`config.mk`:
```
export PLATFORM = sky130hd
export DESIGN_NAME = voxel_scene_walker
export DESIGN_NICKNAME = d
export VERILOG_FILES = /design/src/rtl/voxel_scene_walker.sv
export SDC_FILE = /design/constraint.sdc
export NUM_CORES = 1
export LEC_CHECK = 0
export CAP_MARGIN = 20
export CORE_UTILIZATION = 45
export CTS_CLUSTER_SIZE = 14
export DETAILED_ROUTE_END_ITERATION = 10
export PLACE_DENSITY = 0.73
export SETUP_SLACK_MARGIN = 0.05
export SLEW_MARGIN = 40
export SYNTH_ARGS = -nofsm -noshare
export SYNTH_HDL_FRONTEND = slang
export SYNTH_SLANG_ARGS = --single-unit
export TNS_END_PERCENT = 30
```
`constraint.sdc`:
```
create_clock -name clk_in -period 2.8 [get_ports clk_in]
set_input_delay 0.28 -clock clk_in [delete_from_list [all_inputs] [get_ports clk_in]]
set_output_delay 0.28 -clock clk_in [all_outputs]
set_load 0.01 [all_outputs]
```
`src/rtl/voxel_scene_walker.sv`:
```
// Walks a GRID_X*GRID_Y*GRID_Z occupancy BRAM in x-fastest order and issues one cube draw per set voxel.
// Define WALKER_ABORT_EN to add an abort input that ends the walk early (after any draw in flight).
module voxel_scene_walker #(
  parameter int                     COORD_WIDTH = 32,
  parameter int                     GRID_X      = 8,
  parameter int                     GRID_Y      = 8,
  parameter int                     GRID_Z      = 8,
  parameter logic [COORD_WIDTH-1:0] CUBE_WIDTH  = COORD_WIDTH'(32'h0001_0000),
  parameter int                     OCC_LATENCY = 2,
  parameter int                     ADDR_WIDTH  = $clog2(GRID_X*GRID_Y*GRID_Z)
) (
  input  logic                          clk_in,
  input  logic                          rst_in,
  input  logic                          start,
  input  logic signed [COORD_WIDTH-1:0] origin_x,
  input  logic signed [COORD_WIDTH-1:0] origin_y,
  input  logic signed [COORD_WIDTH-1:0] origin_z,
  output logic        [ADDR_WIDTH-1:0]  occ_addr,
  input  logic                          occ_data,
  output logic                          cube_start,
  output logic signed [COORD_WIDTH-1:0] x_corner,
  output logic signed [COORD_WIDTH-1:0] y_corner,
  output logic signed [COORD_WIDTH-1:0] z_corner,
  input  logic                          cube_done,
  output logic        [ADDR_WIDTH:0]    cube_count,
  output logic                          busy,
  output logic                          done
`ifdef WALKER_ABORT_EN
  ,
  input  logic                          abort
`endif
);
  localparam int XW = (GRID_X > 1) ? $clog2(GRID_X) : 1;
  localparam int YW = (GRID_Y > 1) ? $clog2(GRID_Y) : 1;
  localparam int ZW = (GRID_Z > 1) ? $clog2(GRID_Z) : 1;
  localparam int WW = (OCC_LATENCY > 1) ? $clog2(OCC_LATENCY) : 1;

  typedef enum logic [2:0] {
    S_IDLE, S_FETCH, S_WAIT, S_CHECK, S_WAIT_CUBE, S_ADVANCE, S_DONE
  } state_t;

  state_t                   state, state_nxt;
  logic [XW-1:0]            ix;
  logic [YW-1:0]            iy;
  logic [ZW-1:0]            iz;
  logic [WW-1:0]            wcnt;
  logic signed [COORD_WIDTH-1:0] org_x, org_y;
  logic                     x_last, y_last, last_vox;
  logic                     abort_now, abort_hold;

  assign x_last   = (ix == XW'(GRID_X-1));
  assign y_last   = (iy == YW'(GRID_Y-1));
  assign last_vox = x_last && y_last && (iz == ZW'(GRID_Z-1));

`ifdef WALKER_ABORT_EN
  // An abort seen while a draw is in flight is remembered until cube_done.
  assign abort_now = abort;
  always_ff @(posedge clk_in) begin
    if (rst_in)                                abort_hold <= 1'b0;
    else if (state == S_IDLE && start)         abort_hold <= 1'b0;
    else if (state == S_WAIT_CUBE && abort)    abort_hold <= 1'b1;
  end
`else
  assign abort_now  = 1'b0;
  assign abort_hold = 1'b0;
`endif

  always_ff @(posedge clk_in) begin
    if (rst_in) state <= S_IDLE;
    else        state <= state_nxt;
  end

  always_comb begin
    state_nxt = state;
    unique case (state)
      S_IDLE:      if (start) state_nxt = S_FETCH;
      S_FETCH:     state_nxt = (OCC_LATENCY == 1) ? S_CHECK : S_WAIT;
      S_WAIT:      if (wcnt == WW'(OCC_LATENCY-1)) state_nxt = S_CHECK;
      S_CHECK:     state_nxt = occ_data ? S_WAIT_CUBE : S_ADVANCE;
      // cube_done coinciding with our own cube_start belongs to nothing we issued
      S_WAIT_CUBE: if (cube_done && !cube_start)
                     state_nxt = (abort_now || abort_hold) ? S_DONE : S_ADVANCE;
      S_ADVANCE:   state_nxt = last_vox ? S_DONE : S_FETCH;
      S_DONE:      state_nxt = S_IDLE;
      default:     state_nxt = S_IDLE;
    endcase
    if (abort_now && (state == S_FETCH || state == S_WAIT ||
                      state == S_CHECK || state == S_ADVANCE))
      state_nxt = S_DONE;
  end

  always_ff @(posedge clk_in) begin
    if (rst_in) begin
      ix <= '0; iy <= '0; iz <= '0; wcnt <= '0;
      occ_addr <= '0; cube_count <= '0;
      org_x <= '0; org_y <= '0;
      x_corner <= '0; y_corner <= '0; z_corner <= '0;
      cube_start <= 1'b0; busy <= 1'b0; done <= 1'b0;
    end else begin
      cube_start <= 1'b0;
      done       <= 1'b0;
      unique case (state)
        S_IDLE: if (start) begin
          org_x <= origin_x; org_y <= origin_y;
          x_corner <= origin_x; y_corner <= origin_y; z_corner <= origin_z;
          ix <= '0; iy <= '0; iz <= '0;
          occ_addr <= '0; cube_count <= '0;
          busy <= 1'b1;
        end
        S_FETCH: wcnt <= WW'(1);
        S_WAIT:  wcnt <= wcnt + 1'b1;
        S_CHECK: if (state_nxt == S_WAIT_CUBE) begin
          cube_start <= 1'b1;
          cube_count <= cube_count + 1'b1;
        end
        // Address is linear in traversal order, so it just counts; corners accumulate per axis.
        S_ADVANCE: if (state_nxt == S_FETCH) begin
          occ_addr <= occ_addr + 1'b1;
          if (x_last) begin
            ix <= '0; x_corner <= org_x;
            if (y_last) begin
              iy <= '0; y_corner <= org_y;
              iz <= iz + 1'b1; z_corner <= z_corner + CUBE_WIDTH;
            end else begin
              iy <= iy + 1'b1; y_corner <= y_corner + CUBE_WIDTH;
            end
          end else begin
            ix <= ix + 1'b1; x_corner <= x_corner + CUBE_WIDTH;
          end
        end
        S_DONE: begin
          done <= 1'b1;
          busy <= 1'b0;
        end
        default: ;
      endcase
    end
  end
endmodule

```
# Yosys cells after proc, flatten, opt, wreduce, memory -nomap -nowiden
# Cells that the tools add are included.
# Widths: inputs -> output; s select.
[word_totals]
ff_bits = 195
input_bits = 101
output_inout_bits = 118
[classes]
add_sub_neg = 9
eq_ne = 16
mux = 43
bitwise_logic = 1
reduce_logical = 16
[ops]
columns = ["operator", "count"]
rows = [
  ["$mux 32", 11],
  ["$pmux 32 s2", 3],
  ["$add 32x17->32 const B", 3],
  ["$mux 3", 13],
  ["$eq 3x3->1 const B", 7],
  ["$mux 10", 2],
  ["$pmux 10 s2", 1],
  ["$mux 9", 2],
  ["$pmux 3 s2", 3],
  ["$pmux 3 s6", 1],
  ["$pmux 9 s2", 1],
  ["$add 10x1->10 const B", 1],
  ["$add 3x1->3 const B", 3],
  ["$add 9x1->9 const B", 1],
  ["$reduce_bool 2->1", 4],
  ["$eq 3x1->1 const B", 2],
  ["$eq 3x2->1 const B", 2],
  ["$ne 2x2->1 const B", 3],
  ["$reduce_and 3->1", 2],
  ["$reduce_and 5->1", 1],
  ["$mux 1", 4],
  ["$ne 2x1->1 const B", 2],
  ["$pmux 1 s2", 2],
  ["$reduce_and 2->1", 2],
  ["7 further kinds", 9],
]

# Depth between registers and ports, before layout
# Gate-level depths: netlist of the first run.
[logic_depth]
depth_word = 8
mapped_depth = 11
mapped_depth_nobuf = 8

# Worst setup path after synthesis of the first run
# OpenSTA, ideal clock, no wires.
[synth_path]
path_kind = "reg-to-reg"
start = "reg ix[0]"
end = "reg z_corner[28]"
setup_ps = 134
arrival_time_ps = 2064
required_time_ps = 2666
slack_ps = 601
path_stages_with_launch = 12
path_cell_list = "dfxtp_1 -> ha_1 -> ha_1 -> buf_2 -> nand3_1 -> a221o_1 -> buf_4 -> a41o_1 -> buf_6 -> buf_6 -> a21oi_1 -> a211oi_2"
[synth_via]
elab_chain_len = 8
[synth_rtl]
columns = ["element", "line_no", "rtl"]
rows = [
  ["start, declared", "43", "logic [XW-1:0] ix;"],
  ["start signal, assigned", "128", "ix <= ix + 1'b1; x_corner <= x_corner + CUBE_WIDTH;"],
  ["$eq 3x3->1 *", "51", "assign x_last = (ix == XW'(GRID_X-1));"],
  ["$logic_and 1x1->1 (2 in a row)", "53", "assign last_vox = x_last && y_last && (iz == ZW'(GRID_Z-1));"],
  ["$mux 3", "83", "S_ADVANCE: state_nxt = last_vox ? S_DONE : S_FETCH;"],
  ["$pmux 3 s6", "75", "unique case (state)"],
  ["$eq 3x1->1", "117", "S_ADVANCE: if (state_nxt == S_FETCH) begin"],
  ["$ne 2x1->1 (no line)", "n/a", ""],
  ["$reduce_and 5->1 (no line) *", "n/a", ""],
  ["end signal, assigned", "105", "x_corner <= origin_x; y_corner <= origin_y; z_corner <= origin_z;"],
  ["end signal, assigned", "123", "iz <= iz + 1'b1; z_corner <= z_corner + CUBE_WIDTH;"],
  ["end, declared", "23", "output logic signed [COORD_WIDTH-1:0] z_corner,"],
]
# Mark *: on every way between the ends. The rest lies on a longest branch, timed or not.
# A chain may end at the register's enable or synchronous reset.

# Worst setup path after layout of the first run
[layout_path]
start = "reg state[0]"
end = "reg y_corner[2]"
[layout_via]
elab_chain_len = 5
[layout_rtl]
columns = ["element", "line_no", "rtl"]
rows = [
  ["start, declared", "42", "state_t state, state_nxt;"],
  ["start signal, assigned", "70", "else state <= state_nxt;"],
  ["$eq 3x3->1 (tied with other cells)", "75, 102", ""],
  ["$pmux 3 s6", "75", ""],
  ["$eq 3x1->1", "117", ""],
  ["$ne 2x1->1 (no line)", "n/a", ""],
  ["$reduce_and 4->1 (no line)", "n/a", ""],
  ["end signal, assigned", "105", ""],
  ["end signal, assigned", "125", "iy <= iy + 1'b1; y_corner <= y_corner + CUBE_WIDTH;"],
  ["end, declared", "22", "output logic signed [COORD_WIDTH-1:0] y_corner,"],
]
# Parallel ways exist; a longest one is shown, timed or not.

==> flow_summary.toml, run 1 <==
[run_status]
status = "finished, final reports clean"

[global_route]
overflow = 0
grt_pass1_vias = 8268
antenna_found_initial = 1
grt_max_degree = 87
gr-usage-all-layers_pct = 25.05
grt_first_pass_wirelength_mm = 41.82

[clocking]
postCtsHoldBufs = 0
cts_setup_buffers = 0
cts_resized = 0
clk_pin_slew_worst_paths_ps = 70
tritoncts = "built"
cts_buffers = 17
cts_root_buffer = "clkbuf_16"
cts_buffer_depth = 2
insertion_delay_ps = 430
cts_sinks = 195
cts_htree_levels = 4

[timing]
tightestPinTransition_ps = 710.4
grt_setup_unrepaired = "false"
fin_worst_skew_ps = 10.51
drv_slew = 0
hold_viol = 0
whs_ps = 253.5
finalSetupViolCount = 0
final.min_clock_period_ps = 2370
slew_headroom_pct = 52.64
period_share_pct = 84.65
setup-tns-final_ps = 0
worst_slack_ps = 429.8
fmax_mhz = 421.9

[placement]
io_buffers = 218
gp_congestion = 0.8399
hpwlAfterDp_mm = 16.59
pre_cts_ws_ps = 347.8

[floorplanning]
dieWidth_um = 144.4
die_y_um = 144.4
start_util_pct = 46.44
dieArea_mm2 = 0.02086
ios = 219
core_area_mm2 = 0.01965
rows = 51

[pwr]
powerDensity_mw_per_mm2 = 617.1
p_leak_uw = 0.004301
p_total_uw = 7488
ir_worst_vdd_v = 0.0004231

[synthesis]
synth_nets = 1291
ys_top_cells_by_count = "nand2_1, dfxtp_1, a21oi_1, nor2_1, nand3_1"
avgSynthCellArea_um2 = 7.742
ys_ff_latch = 195
ys_seq_area_share_pct = 42.77
yosysTopAreaCell = "dfxtp_1"
yosysMostFrequentCell = "nand2_1"
ys.flop_type = "dfxtp_1"
yosysTopAreaCellShare_pct = 42.77
ys_warn_count = 0
synth_edf_count = 0
async_reset_ff_share_pct = 0
ys_types = 59
syn-instance-count = 1179
synth_area_leaders = "dfxtp_1, nand2_1, a21oi_1, nor2_1, nand3_1"
syn_area_mm2 = 0.009128

[route]
viasPerCell = 5.563
routed_wl_mm = 25.72
vias = 9040
wl_per_cell_um = 15.83
dr.pass1.iters = 6
routed.top_layer = "met4"
first_iter_violations = 772
met3WireLength_mm = 1.388
ant_nets = 0
route.met2.wl_mm = 12.46
drc = 0
drt-met1-wl_mm = 11.35

[finish]
drive_gt1_share_pct = 6.990
final_core_util_pct = 61.74
n_fill_cell = 1806
multi_input_area_mm2 = 0.004756
fin_nets = 1459
area_delta_synth_final_pct = 32.94
regArea_mm2 = 0.003904

[worst_hold_path]
hold_end = "org_x[22]"
holdCritStartpoint = "rst_in"
worstHoldPathType = "in2reg"
holdPathStages = 2

[critical_path]
critPathMaxFanout = 32
crit_path_start_kind = "register"
critPathKind = "reg2reg"
r2r-end = "y_corner[2]"
rrSetupSlack_ps = 430
critPathRequiredTime_ps = 3140
reg2reg_depth = 8
crit_chain = "buf_4 -> nand2b_4 -> nor4b_1 -> a221o_1 -> a41o_2 -> buf_12 -> nor2_1 -> a311oi_2"
crit-reg2reg-launch = "state[0]"
arrival_ps = 2710
worst_path_largest_cell_delay_ps = 400
crit_slowest_cell = "a41o_2"
crit_path_end_kind = "register"

[job]
drv_cap = 0
## metal layers
layer | global-route usage (%) | up-vias
li1 | - | 4436
met1 | 33.37 | 4300
met2 | 40.51 | 273
met3 | 4.007 | 31
met4 | 9.529 | 0
met5 | 0 | -
## power by group
part	internal, uW	switching, uW	total, uW
combinational	739	771	1510
sequential	3020	231	3250
clock	1640	1080	2730
## worst max-delay path by stage
| stage | endpoint | slack [ps] | startpoint | cells after the start |
|---|---|---|---|---|
| 5_1_grt | y_corner[2] | 150 | state[0] | 8 |
| 6_report | y_corner[2] | 430 | state[0] | 8 |
| 3_3_place_gp | x_corner[11] | 120 | start | 7 |
| 2_1_floorplan | z_corner[28] | 600 | ix[0] | 11 |
| 4_1_cts | y_corner[2] | 400 | state[0] | 8 |
| 3_5_place_dp | x_corner[11] | 350 | start | 7 |
## per-stage QoR
stage | cell area [um^2] | cells
2_1_floorplan | 9128 | 1179
3_3_place_gp | 11440 | 1592
3_5_place_dp | 11470 | 1593
4_1_cts | 12130 | 1624
5_1_grt | 12130 | 1625
6_report | 12130 | 1625
## state kept, by name, indices dropped and copies added, names as in the netlist, 3 cells and up
register / count
ix: 3
org_x: 32
org_y: 32
state: 3
z_corner: 32
iz: 3
iy: 3
occ_addr: 9
y_corner: 32
cube_count: 10
x_corner: 32
## cell usage in the layout (no fill, tap or decap), types with 15 or more instances in the layout
master	count
dfxtp_1	195
nand3_1	71
buf_4	25
xnor2_1	15
clkbuf_16	17
nand2_1	276
a21oi_1	136
clkdlybuf4s50_1	217
o21ai_0	38
nor2_1	116
xor2_1	19
a311oi_2	17
nand4_1	22
a311oi_1	23
a211oi_1	20
## cell families (layout without fill, tap and decap cells)
kind of cell	Yosys count	in the layout	share of synthesized area (%)
simple gates	542	542	25.54
compound gates	285	285	20.89
flops	195	195	42.77
buf+inv	107	287	5.470
xor+xnor	34	34	3.263
fa+ha+maj	11	11	1.508
mux	5	5	0.5620
other cells	0	1	0
## area by class of cell
class | count | area share, %
Clock buffer | 20 | 3.764
Clock inverter | 11 | 1.650
Inverter | 9 | 0.2784
Tap cell | 265 | 2.733
Timing Repair Buffer | 247 | 20.19
Antenna cell | 1 | 0.02062
Sequential cell | 195 | 32.17
Multi-Input combinational cell | 877 | 39.19
## worst max-delay path, delay by kind of cell (launching register included)
kind / cells / cell delay [ps]
simple gates: 3 / 580
flops: 1 / 330
buf+inv: 2 / 440
compound gates: 3 / 910
Note: power is estimated with default switching activity, not from simulation.
==> run 2: changes to the inputs <==
clock period = 2.4 ns   (was 2.8 ns; I/O delays follow)
==> run 2 against run 1 <==
  * Worst setup slack worse by 300 ps
  * Critical path depth is 1 lower
  * Clock skew is 4.6 ps higher
  * Final area is 1.0% higher
  * Sequential share of layout area is 0.33 points lower
  * Fmax is 4.2% higher
  * Cell count is 0.62% higher
  * Die area stayed put
  * Critical path type unchanged
==> flow_summary.toml, run 2 (synthesis gave the netlist of run 1 again) <==
[finish]
multi_input_area_mm2 = 0.004790
num_antenna_cells = 0
fin_nets = 1469
final_common_cell = "nand2_1"
final_core_util_pct = 62.38
regArea_mm2 = 0.003904
fin_area_mm2 = 0.01226
area_delta_synth_final_pct = 34.31
n_fill_cell = 1786
layout_common_cells = "nand2_1, clkdlybuf4s50_1, dfxtp_1"
drive_gt1_share_pct = 7.956

[global_route]
grt_max_degree = 87
overflow = 0
top_usage_layer = "met2"
grt_use_met3_pct = 4.735
grt_first_pass_wirelength_mm = 40.24
grt_pass1_vias = 7913
use_met2_pct = 40.74
grt_use_met1_pct = 31.89
antenna_found_initial = 0
gr-usage-all-layers_pct = 24.42

[route]
ant_nets = 0
first_iter_violations = 596
wl_per_cell_um = 15.76
vias = 9064
dr.pass1.iters = 7
drc = 0
routed_wl_mm = 25.76
viasPerCell = 5.544

[timing]
drv_slew = 0
fmax_mhz = 439.8
finalSetupViolCount = 0
grt_setup_unrepaired = "false"
fin_worst_skew_ps = 15.16
period_share_pct = 94.74
hold_viol = 0
final.min_clock_period_ps = 2274
tightestPinTransition_ps = 608.0
slew_headroom_pct = 58.93
worst_slack_ps = 126.3

[floorplanning]
rows = 51
die_y_um = 144.4
ios = 219
dieArea_mm2 = 0.02086
start_util_pct = 46.44
core_area_mm2 = 0.01965
dieWidth_um = 144.4

[worst_hold_path]
hold_end = "busy"
worstHoldPathType = "in2reg"
holdPathStages = 2
holdCritStartpoint = "rst_in"

[critical_path]
arrival_ps = 2620
crit-reg2reg-launch = "state[2]"
critPathKind = "reg2reg"
critPathRequiredTime_ps = 2750
r2r-end = "y_corner[15]"
crit_path_start_kind = "register"
crit_path_end_kind = "register"
critPathMaxFanout = 52
rrSetupSlack_ps = 130
reg2reg_depth = 7

[placement]
hpwlAfterDp_mm = 16.58
io_buffers = 218
pre_cts_ws_ps = -10.67
gp_congestion = 0.8223
dpl_cell_area_mm2 = 0.01158

[job]
drv_cap = 0

[clocking]
cts_buffer_depth = 2
cts_buffers = 17
cts_htree_levels = 4
insertion_delay_ps = 440
clk_pin_slew_worst_paths_ps = 70
cts_root_buffer = "clkbuf_16"
tritoncts = "built"
cts_sinks = 195
postCtsHoldBufs = 0

[pwr]
power_frac_clock_pct = 35.5
p_sw_uw = 2558
p_leak_uw = 0.004351
seq_power_share_pct = 43.7
pwr-share-comb_pct = 20.8
sw_frac_of_total_pct = 29.51
ir_worst_vdd_v = 0.0005330
p_int_uw = 6110
powerDensity_mw_per_mm2 = 707.1

[run_status]
status = "finished, final reports clean"
==> run 2: cell count changes in the layout (fill, tap and decap cells not counted), moves of 2 or more <==
cell       delta
buf_12        +6
inv_6         +4
clkbuf_8      -2
inv_8         +4
ha_4          +2
buf_4         +5
bufinv_16     -2
==> run 2: through the flow <==
| stage | setup TNS [ps] | hold slack, ps | total power (uW) | std cells |
|---|---|---|---|---|
| global placement | 0 | 440.6 | 5605 | 1600 |
| detailed placement | -32.00 | 444.7 | 5644 | 1600 |
| finish | 0 | 174.7 | 8669 | 1635 |
| floorplan | 0 | 376.0 | 4779 | 1179 |
| CTS | 0 | 165.1 | 8722 | 1632 |
| global route | 0 | 183.6 | 9091 | 1635 |
==> run 2: layout make-up <==
| type | count | area share [%] |
|---|---|---|
| multi-input cells | 878 | 39.07 |
| flip-flops and latches | 195 | 31.84 |
| repair buffers | 256 | 20.95 |
| clock buffers | 17 | 3.470 |
| well taps | 265 | 2.705 |
| clock inverters | 15 | 1.684 |
| inverters | 9 | 0.2756 |
==> run 2: how the worst max path moves through the flow <==
stage	start	to	slack [ps]	cells past startpoint
6_report	state[2]	y_corner[15]	130	7
3_3_place_gp	start	x_corner[5]	70	7
4_1_cts	iy[0]	z_corner[23]	120	8
5_1_grt	iy[0]	y_corner[19]	40	7
2_1_floorplan	ix[0]	z_corner[28]	200	11
3_5_place_dp	start	x_corner[3]	-10	7
==> run 2: power by group through the flow <==
stage / clock (uW) / sequential (uW) / combinational (uW)
final: 3080 / 3780 / 1800
after detailed placement: 0 / 3850 / 1790
after floorplan: 0 / 3880 / 904
after CTS: 3140 / 3780 / 1800
after global routing: 3290 / 3830 / 1980
after global placement: 0 / 3850 / 1760
==> run 2: critical path, stage by stage, from the launching register on <==
cell,delay (ps)
dfxtp_1,520
nand2b_4,90
nor4b_1,400
a221o_1,290
a41o_2,250
buf_12,270
nor2_1,100
a311oi_2,240
==> run 2: what timing repair did <==
| item | 4_1_cts | 5_1_grt |
|---|---|---|
| gates resized for setup | 0 | 4 |
| endpoints found under the setup margin | 0 | 36 |
| buffers inserted | 0 | 2 |
==> run 2: per-layer routing <==
metal	part of all wire [%]	routed length (um)
met1	44	11390
met2	49	12700
met5	0	0
met4	1.2	299
met3	5.3	1371
==> run 3: changes to the inputs <==
ABC_AREA = 1   (was unset)
PLACE_DENSITY = 0.72   (was 0.73)
==> run 3 against run 2 <==
  * Cell count grew 14%
  * Synthesized cell count grew 19%
  * Worst hold slack improved by 96 ps
  * First-iteration DRC count is 8.7% lower
  * Clock power decreased by 9.7%
  * Clock-buffer cell count grew 2
  * Global-route usage is essentially flat
  * Fmax up 13%
  * Sequential share of layout area shrank 0.49 points
  * Die area up 4.5%
  * Critical path type unchanged
  * Highest routed layer unchanged
==> flow_summary.toml, run 3 <==
[finish]
drive_gt1_share_pct = 5.982
layout_common_cells = "nand2_1, clkdlybuf4s50_1, nor2_1"
regArea_mm2 = 0.003904
final_common_cell = "nand2_1"
fin_nets = 1687
area_delta_synth_final_pct = 30.49
multi_input_area_mm2 = 0.004896
n_fill_cell = 1906
num_antenna_cells = 0
final_core_util_pct = 60.75
fin_area_mm2 = 0.01245

[placement]
dpl_cell_area_mm2 = 0.01188
io_buffers = 218
hpwlAfterDp_mm = 17.61
gp_congestion = 0.9153

[timing]
whs_ps = 270.4
period_share_pct = 83.79
hold_viol = 0
drv_slew = 0
fin_worst_skew_ps = 12.50
slew_headroom_pct = 62.76
fmax_mhz = 497.3
tightestPinTransition_ps = 558.6
final.min_clock_period_ps = 2011
grt_setup_unrepaired = "false"
setup-tns-final_ps = 0
finalSetupViolCount = 0

[route]
first_iter_violations = 544
drc = 0
viasPerCell = 5.202
ant_nets = 0
routed_wl_mm = 26.39
vias = 9665
wl_per_cell_um = 14.20
dr.pass1.iters = 5

[synthesis]
avgSynthCellArea_um2 = 6.815
synth_area_leaders = "dfxtp_1, nand2_1, a21oi_1, o21ai_0, nor2_1"
ys_types = 44
yosysTopAreaCell = "dfxtp_1"
syn-instance-count = 1400
ys_ff_latch = 195
synth_nets = 1512
synth_edf_count = 0
yosysTopAreaCellShare_pct = 40.91
syn_area_mm2 = 0.009542
async_reset_ff_share_pct = 0
yosysMostFrequentCell = "nand2_1"
ys_warn_count = 0
ys_seq_area_share_pct = 40.91
ys.flop_type = "dfxtp_1"
ys_top_cells_by_count = "nand2_1, nor2_1, dfxtp_1, a21oi_1, o21ai_0"

[floorplanning]
ios = 219
rows = 52
die_y_um = 147.6
dieWidth_um = 147.6
start_util_pct = 46.56
dieArea_mm2 = 0.02179
core_area_mm2 = 0.02049

[critical_path]
arrival_ps = 2360
rrSetupSlack_ps = 390
critPathKind = "reg2reg"
crit_path_start_kind = "register"
critPathMaxFanout = 41
crit_path_end_kind = "register"
critPathRequiredTime_ps = 2750

[global_route]
antenna_found_initial = 0
gr-usage-all-layers_pct = 24.38
grt_pass1_vias = 8867
overflow = 0
grt_max_degree = 81
grt_first_pass_wirelength_mm = 43.54

[run_status]
status = "finished, final reports clean"

[clocking]
cts_htree_levels = 4
cts_sinks = 195
cts_resized = 0
cts_root_buffer = "clkbuf_16"
cts_buffers = 17
cts_setup_buffers = 0
cts_buffer_depth = 2
postCtsHoldBufs = 0
tritoncts = "built"
insertion_delay_ps = 430
clk_pin_slew_worst_paths_ps = 70

[pwr]
p_leak_uw = 0.004860
ir_worst_vdd_v = 0.0005152
powerDensity_mw_per_mm2 = 714.5

[job]
drv_cap = 0

[worst_hold_path]
worstHoldPathType = "in2reg"
==> run 3: changes by cell type after synthesis, moves of 15 or more <==
cell      before  now
a311oi_1      23    0
a21oi_1      136  154
clkbuf_1      63   48
a311oi_2      17    0
nand2_1      276  297
nor2_1       119  198
o21ai_0       38  152
a211oi_1      20    1
o21ai_1        1   32
inv_1          9   85
==> run 3: per-layer routing <==
metal	vias up	part of all wire [%]	track usage, %
li1	4961	-	-
met1	4409	44	30.80
met2	269	47	41.20
met3	26	7.3	5.741
met4	0	1.1	7.165
met5	-	0	0
==> run 3: cells by family (layout without fill, tap and decap cells) <==
group                      after synthesis  count (layout)  share of synthesized area, %
adders and majority gates               11              11                         1.442
buffers and inverters                  178             366                         7.855
and+or+nand+nor                        633             633                         27.81
xor gates and xnor gates                20              20                         1.836
DFF                                    195             195                         40.91
AOI/OAI and AO/OA                      363             363                         20.14
==> run 3: final timing paths <==
check,start,end,cells past startpoint
max,state[0],x_corner[18],9
min,rst_in,occ_addr[8],4
max reg2reg,state[0],x_corner[18],9
min reg2reg,org_x[5],org_x[5],2
==> run 3: where the power goes <==
group	leakage [uW]	switching [uW]	internal [uW]
registers	0.00161	325	3630
clock network	0.000269	1360	1420
logic	0.00298	1170	993
==> run 3: through the flow <==
| stage | setup WS, ps | cells | power (uW) |
|---|---|---|---|
| after floorplan | 597.6 | 1400 | 5205 |
| after global placement | 558.3 | 1826 | 6152 |
| after detailed placement | 516.5 | 1826 | 6182 |
| after CTS | 417.2 | 1858 | 8966 |
| after global routing | 192.3 | 1858 | 9373 |
| final | 389.0 | 1858 | 8896 |
==> run 3: area by class of cell <==
class	instances	area share (%)
timing repair buffer	241	19.17
sequential	195	31.35
tap	270	2.713
clock buffer	19	3.638
inverter	93	2.864
multi-input combinational	1027	39.32
clock inverter	13	0.9346
==> run 3: critical path, stage by stage (launching register included) <==
cell     delay (ps)
dfxtp_1         390
inv_2            80
nor2_4          100
nand2_4         180
inv_4           160
buf_4           360
o21ai_0         170
o21ai_0         230
o21ai_1         100
a21oi_1         160
